--- src/rtl/axis_pkt_fifo.sv ---
// Packet-aware AXIS FIFO with optional store-and-forward gating.
// Sits behind the delay unit, absorbs its bursts and reports fill level
// and the number of complete packets held.
module axis_pkt_fifo #(
    parameter int unsigned DATA_WIDTH = 64,
    parameter int unsigned KEEP_WIDTH = 8,
    parameter int unsigned ADDR_WIDTH = 5,
    parameter int unsigned STORE_FWD  = 1
) (
    input  logic                  clk,
    input  logic                  reset_,
    input  logic [DATA_WIDTH-1:0] axis_m_tdata,
    input  logic [KEEP_WIDTH-1:0] axis_m_tkeep,
    input  logic                  axis_m_tlast,
    input  logic                  axis_m_tvalid,
    output logic                  axis_m_tready,
    output logic [DATA_WIDTH-1:0] axis_s_tdata,
    output logic [KEEP_WIDTH-1:0] axis_s_tkeep,
    output logic                  axis_s_tlast,
    output logic                  axis_s_tvalid,
    input  logic                  axis_s_tready,
    output logic [ADDR_WIDTH:0]   level,
    output logic [ADDR_WIDTH:0]   pkt_count,
    output logic                  full,
    output logic                  empty
);

    localparam int unsigned WORD_W = DATA_WIDTH + KEEP_WIDTH + 1;
    localparam int unsigned DEPTH_WORDS = 1 << ADDR_WIDTH;
    localparam logic [ADDR_WIDTH:0] DEPTH = {1'b1, {ADDR_WIDTH{1'b0}}};
    localparam logic [ADDR_WIDTH:0] LVL_ONE = (ADDR_WIDTH + 1)'(1);
    localparam logic [ADDR_WIDTH-1:0] PTR_ONE = ADDR_WIDTH'(1);

    logic [WORD_W-1:0]     mem [DEPTH_WORDS];

    logic [ADDR_WIDTH-1:0] wr_ptr_q, rd_ptr_q;
    logic [ADDR_WIDTH:0]   level_q, level_d;
    logic [ADDR_WIDTH:0]   pkt_count_q, pkt_count_d;
    logic                  active_q, active_d;   // head packet partly delivered
    logic                  valid_q, valid_d;
    logic                  ready_q, ready_d;
    logic                  full_q, full_d;
    logic                  empty_q, empty_d;

    logic                  wr_en, rd_en;
    logic                  pkt_inc, pkt_dec;
    logic [WORD_W-1:0]     rd_word;

    // Handshakes and next-state for level, packet count and output flags
    always_comb begin
        wr_en   = axis_m_tvalid && ready_q;
        rd_en   = valid_q && axis_s_tready;
        rd_word = mem[rd_ptr_q];
        pkt_inc = wr_en && axis_m_tlast;
        pkt_dec = rd_en && rd_word[0];

        level_d = level_q;
        if (wr_en && !rd_en) begin
            level_d = level_q + LVL_ONE;
        end else if (rd_en && !wr_en) begin
            level_d = level_q - LVL_ONE;
        end

        pkt_count_d = pkt_count_q;
        if (pkt_inc && !pkt_dec && pkt_count_q != DEPTH) begin
            pkt_count_d = pkt_count_q + LVL_ONE;
        end else if (pkt_dec && !pkt_inc && pkt_count_q != '0) begin
            pkt_count_d = pkt_count_q - LVL_ONE;
        end

        active_d = active_q;
        if (rd_en) begin
            active_d = !rd_word[0];
        end

        full_d  = (level_d == DEPTH);
        empty_d = (level_d == '0);
        ready_d = !full_d;

        // Full override lets packets longer than the FIFO degrade to cut-through;
        // active keeps valid up mid-packet once the gate has opened.
        if (STORE_FWD != 0) begin
            valid_d = !empty_d && ((pkt_count_d != '0) || full_d || active_d);
        end else begin
            valid_d = !empty_d;
        end
    end

    // Pointer, counter and registered flag state
    always_ff @(posedge clk or negedge reset_) begin
        if (!reset_) begin
            wr_ptr_q    <= '0;
            rd_ptr_q    <= '0;
            level_q     <= '0;
            pkt_count_q <= '0;
            active_q    <= 1'b0;
            valid_q     <= 1'b0;
            ready_q     <= 1'b0;
            full_q      <= 1'b0;
            empty_q     <= 1'b1;
        end else begin
            if (wr_en) begin
                wr_ptr_q <= wr_ptr_q + PTR_ONE;
            end
            if (rd_en) begin
                rd_ptr_q <= rd_ptr_q + PTR_ONE;
            end
            level_q     <= level_d;
            pkt_count_q <= pkt_count_d;
            active_q    <= active_d;
            valid_q     <= valid_d;
            ready_q     <= ready_d;
            full_q      <= full_d;
            empty_q     <= empty_d;
        end
    end

    // Storage array, no reset needed
    always_ff @(posedge clk) begin
        if (wr_en) begin
            mem[wr_ptr_q] <= {axis_m_tdata, axis_m_tkeep, axis_m_tlast};
        end
    end

    // Output word is zeroed whenever nothing is presented
    always_comb begin
        {axis_s_tdata, axis_s_tkeep, axis_s_tlast} = valid_q ? rd_word : '0;
        axis_s_tvalid = valid_q;
        axis_m_tready = ready_q;
        level         = level_q;
        pkt_count     = pkt_count_q;
        full          = full_q;
        empty         = empty_q;
    end

endmodule

--- config.mk ---
export PLATFORM = sky130hd
export DESIGN_NAME = axis_pkt_fifo
export DESIGN_NICKNAME = d
export VERILOG_FILES = /design/src/rtl/axis_pkt_fifo.sv
export SDC_FILE = /design/constraint.sdc
export NUM_CORES = 2
export LEC_CHECK = 0
export ABC_CLOCK_PERIOD_IN_PS = 5300
export CORE_AREA = 3 3 453 455
export CTS_CLUSTER_SIZE = 40
export DETAILED_ROUTE_END_ITERATION = 16
export DIE_AREA = 0 0 456 458
export GPL_TIMING_DRIVEN = 1
export MAX_ROUTING_LAYER = met4
export PLACE_DENSITY = 0.57
export SLEW_MARGIN = 40
export SYNTH_ARGS = -nofsm -noshare
export SYNTH_HDL_FRONTEND = slang
export SYNTH_SLANG_ARGS = --single-unit
--- constraint.sdc ---
create_clock -name clk -period 5.3 [get_ports clk]
set_input_delay 1.06 -clock clk [delete_from_list [all_inputs] [get_ports clk]]
set_output_delay 1.06 -clock clk [all_outputs]
set_load 0.005 [all_outputs]
==> flow_summary_export.csv <==
group,metric,value,unit
sta,period_minus_slack,5.13,ns
critical_path,crit_fanout,23,
critical_path,r2r_cells,10,
sta,clock-skew-final,0.0228,ns
critical_path,r2r-end,"axis_s_tvalid$_DFF_PN0_",
placement,hpwl,110000,um
global_route,grt_max_degree,95,
critical_path,critPathKind,"register to output port",
yosys,synth_top_cell_by_area,"edfxtp_1",
yosys,synth_area_leaders,"edfxtp_1 (78%), mux4_2 (18%), mux2i_1 (0.98%)",
critical_path,crit_path_end_kind,"output port",
yosys,synth_edf_count,2336,
clock_tree,path_clk_slew,0.06,ns
clock_tree,insertion_delay,0.88,ns
yosys,yosysMostFrequentCell,"edfxtp_1",
critical_path,cp_data_required_time,4.24,ns
pwr,power.leakage,0.0320,uW
cells_and_area,stdcell_count,6845,
sta,setup_violations,0,
cells_and_area,area_growth,14.7,%
yosys,synth_cells,3605,
critical_path,rr_startpoint,"axis_s_tvalid$_DFF_PN0_",
critical_path,path_cells,"buf_4 > buf_12 > buf_12 > mux4_2 > mux4_2 > mux2i_1 > nor2b_1 > clkdlybuf4s50_1",
yosys,postSynthAreaPerCell,25.1,um^2
floorplanning,initial_core_util,44.8,%
critical_path,rrSetupSlack,2.01,ns
cells_and_area,drive_gt1_share,31.1,%
sta,slew_headroom,43.2,%
route,drtAntennaViolNets,0,
placement,io_buffers,165,
pwr,p_total,54500,uW
yosys,netlist_area,90500,um^2
yosys,yosysWarningCount,0,
yosys,synth_seq_cells,2363,
yosys,yosys-top-cells-count,"edfxtp_1 (2336), mux4_2 (720), buf_2 (112)",
global_route,globalRouteOverflowTotal,0,
floorplanning,die_h,458,um
critical_path,worstSetupStartpoint,"rd_ptr_q[0]$_DFFE_PN0N_",
route,via_per_inst,6.00,
cells_and_area,n_fill_cell,15510,
global_route,grt.busiest_layer,"met2",
clock_tree,htree_levels,4,
critical_path,critPathCapture,"axis_s_tdata[41]",
critical_path,worst_setup_path_start_kind,"register",
clock_tree,hold_buffers,0,
pwr,ir_worst_vdd,0.000435,V
yosys,yosys.area.top_type_share,77.6,%
sta,timing.final.max_slew_violations,0,
route,first_pass_iters,5,
global_route,gr-usage-met1,31.4,%
global_route,grt_pass1_vias,41750,
route,routedWlPerCell,33.5,um
sta,hold_ws,0.506,ns
yosys,syn_nets,3692,
critical_path,crit_cells,8,
clock_tree,cts_buffers,235,
yosys,ys.flop_type,"edfxtp_1",
global_route,grt_usage,22.8,%
clock_tree,cts_tree,"yes",
sta,rsz0062_at_grt,"false",
sta,timing.fmax,195,MHz
route,vias,41074,
critical_path,worst-path-buf-inv,4,
sta,setup_tns,0,ns
yosys,ys_async_sr_fraction,1.14,%
worst_hold_path,hold_path.class,"register to register",
sta,finalCritPeriodShare,96.9,%
flow_run,maxCapViolations,0,
route,wirelength,229000,um
run_status,status,"complete, no violations",
global_route,antenna_found_initial,24,
clock_tree,clockBufferDepth,3,
clock_tree,cts-root-buf,"clkbuf_16",
critical_path,cp.arrival,4.07,ns
critical_path,cp_top_family,"multiplexers",
worst_hold_path,worstHoldPathCells,2,
global_route,grt_use_met2,36.4,%
yosys,seq_area_frac_synth,78.3,%
cells_and_area,nets,4055,
placement,gp_congestion,0.732,
yosys,ys_types,57,
worst_hold_path,hold_start,"active_q$_DFF_PN0_",
clock_tree,numClockSinks,2363,
sta,worst_slew_pin_slew,0.850,ns
cells_and_area,multi_input_area,18900,um^2
critical_path,max_stage_delay,0.58,ns
cells_and_area,register_area,70800,um^2
global_route,gr-usage-met3,3.25,%
floorplanning,dieWidth,456,um
route,drc_errors,0,
critical_path,crit_slowest_cell,"dfrtp_4",
global_route,grt_pass1_wl,324000,um
pwr,p_per_area,526,nW/um^2
floorplanning,num_rows,165,
floorplanning,io_pins,166,
floorplanning,die_area,209000,um^2
route,drt-initial-drc-count,4781,
sta,hold_violations,0,
placement,place_inst,6398,
floorplanning,core_area,202000,um^2
[how the worst min path moves through the flow]
stage	endpoint	slack, ns
4_1_cts	active_q$_DFF_PN0_	0.50
2_1_floorplan	active_q$_DFF_PN0_	0.46
3_3_place_gp	active_q$_DFF_PN0_	0.48
6_report	active_q$_DFF_PN0_	0.51
5_1_grt	active_q$_DFF_PN0_	0.54
3_5_place_dp	active_q$_DFF_PN0_	0.48
[logic make-up (layout without fill, tap and decap cells)]
logic type      Yosys count  after routing  synth area share (%)
xor+xnor                 16             16                 0.155
other cells               0             11                     0
buf+inv                 195            752                  1.11
simple gates            181            181                  1.13
mux                     809            809                  18.9
compound gates           31             31                 0.259
fa+ha+maj                10             10                 0.138
flops                  2363           2363                  78.3
[state kept, by name, indices dropped and copies added (netlist names)]
signal	cells
rd_ptr_q	5
pkt_count	6
full	1
active_q	1
wr_ptr_q	5
empty	1
level	6
axis_s_tvalid	1
mem	2336
axis_m_tready	1
[routing by layer]
layer	routed length, um	up-vias
met3	13200	287
li1	-	16397
met1	96400	22995
met2	115000	1395
met4	4480	0
met5	0	-
[tightest hold or removal path: stages, from the launching register on]
cell and delay [ns]:
dfrtp_1 0.33, nand2_1 0.05, nand2_1 0.09
[layout make-up]
class | count | area share (%)
sequential | 2363 | 68.3
timing repair buffer | 311 | 3.35
multi-input combinational | 1047 | 18.2
clock buffer | 315 | 6.06
clock inverter | 116 | 0.820
tap | 2672 | 3.22
antenna | 11 | 0.0265
inverter | 10 | 0.0362
[stage by stage]
stage          cell area [um^2]  util, %  setup slack (ns)
5_1_grt                  104000     51.4            0.0158
2_1_floorplan             90500        -            0.0989
4_1_cts                  104000     51.4            0.0576
3_3_place_gp              96800     48.0             0.678
6_report                 104000     51.4             0.165
3_5_place_dp              96600     47.9             0.659
[power by group]
part | internal, uW | switching [uW] | total [uW]
registers | 21800 | 588 | 22300
logic | 8590 | 8080 | 16700
clock network | 8670 | 6870 | 15500
[cell usage in the layout, fill, tap and decap left out, types with 4 or more instances in the layout]
master,n
dfrtp_4,6
a22oi_1,5
inv_1,10
inv_6,4
mux2i_1,88
nand3_1,10
o21ai_0,6
bufinv_16,8
dfrtp_1,20
diode_2,11
edfxtp_1,2336
clkdlybuf4s50_1,93
clkbuf_1,74
ha_1,10
clkbuf_16,239
nor2_4,33
buf_12,86
mux4_2,720
xnor2_1,15
nor2_1,10
clkinv_1,56
clkinv_2,37
buf_2,72
nand4_1,4
a21oi_1,5
clkinv_8,4
buf_4,59
nand2_1,20
nor2b_1,74
[timing repair]
item / CTS / global route
setup buffers: 5 / 0
gates resized for setup: 1 / 0
endpoints found under the setup margin: 32 / 0
(Power assumes the default switching activity.)
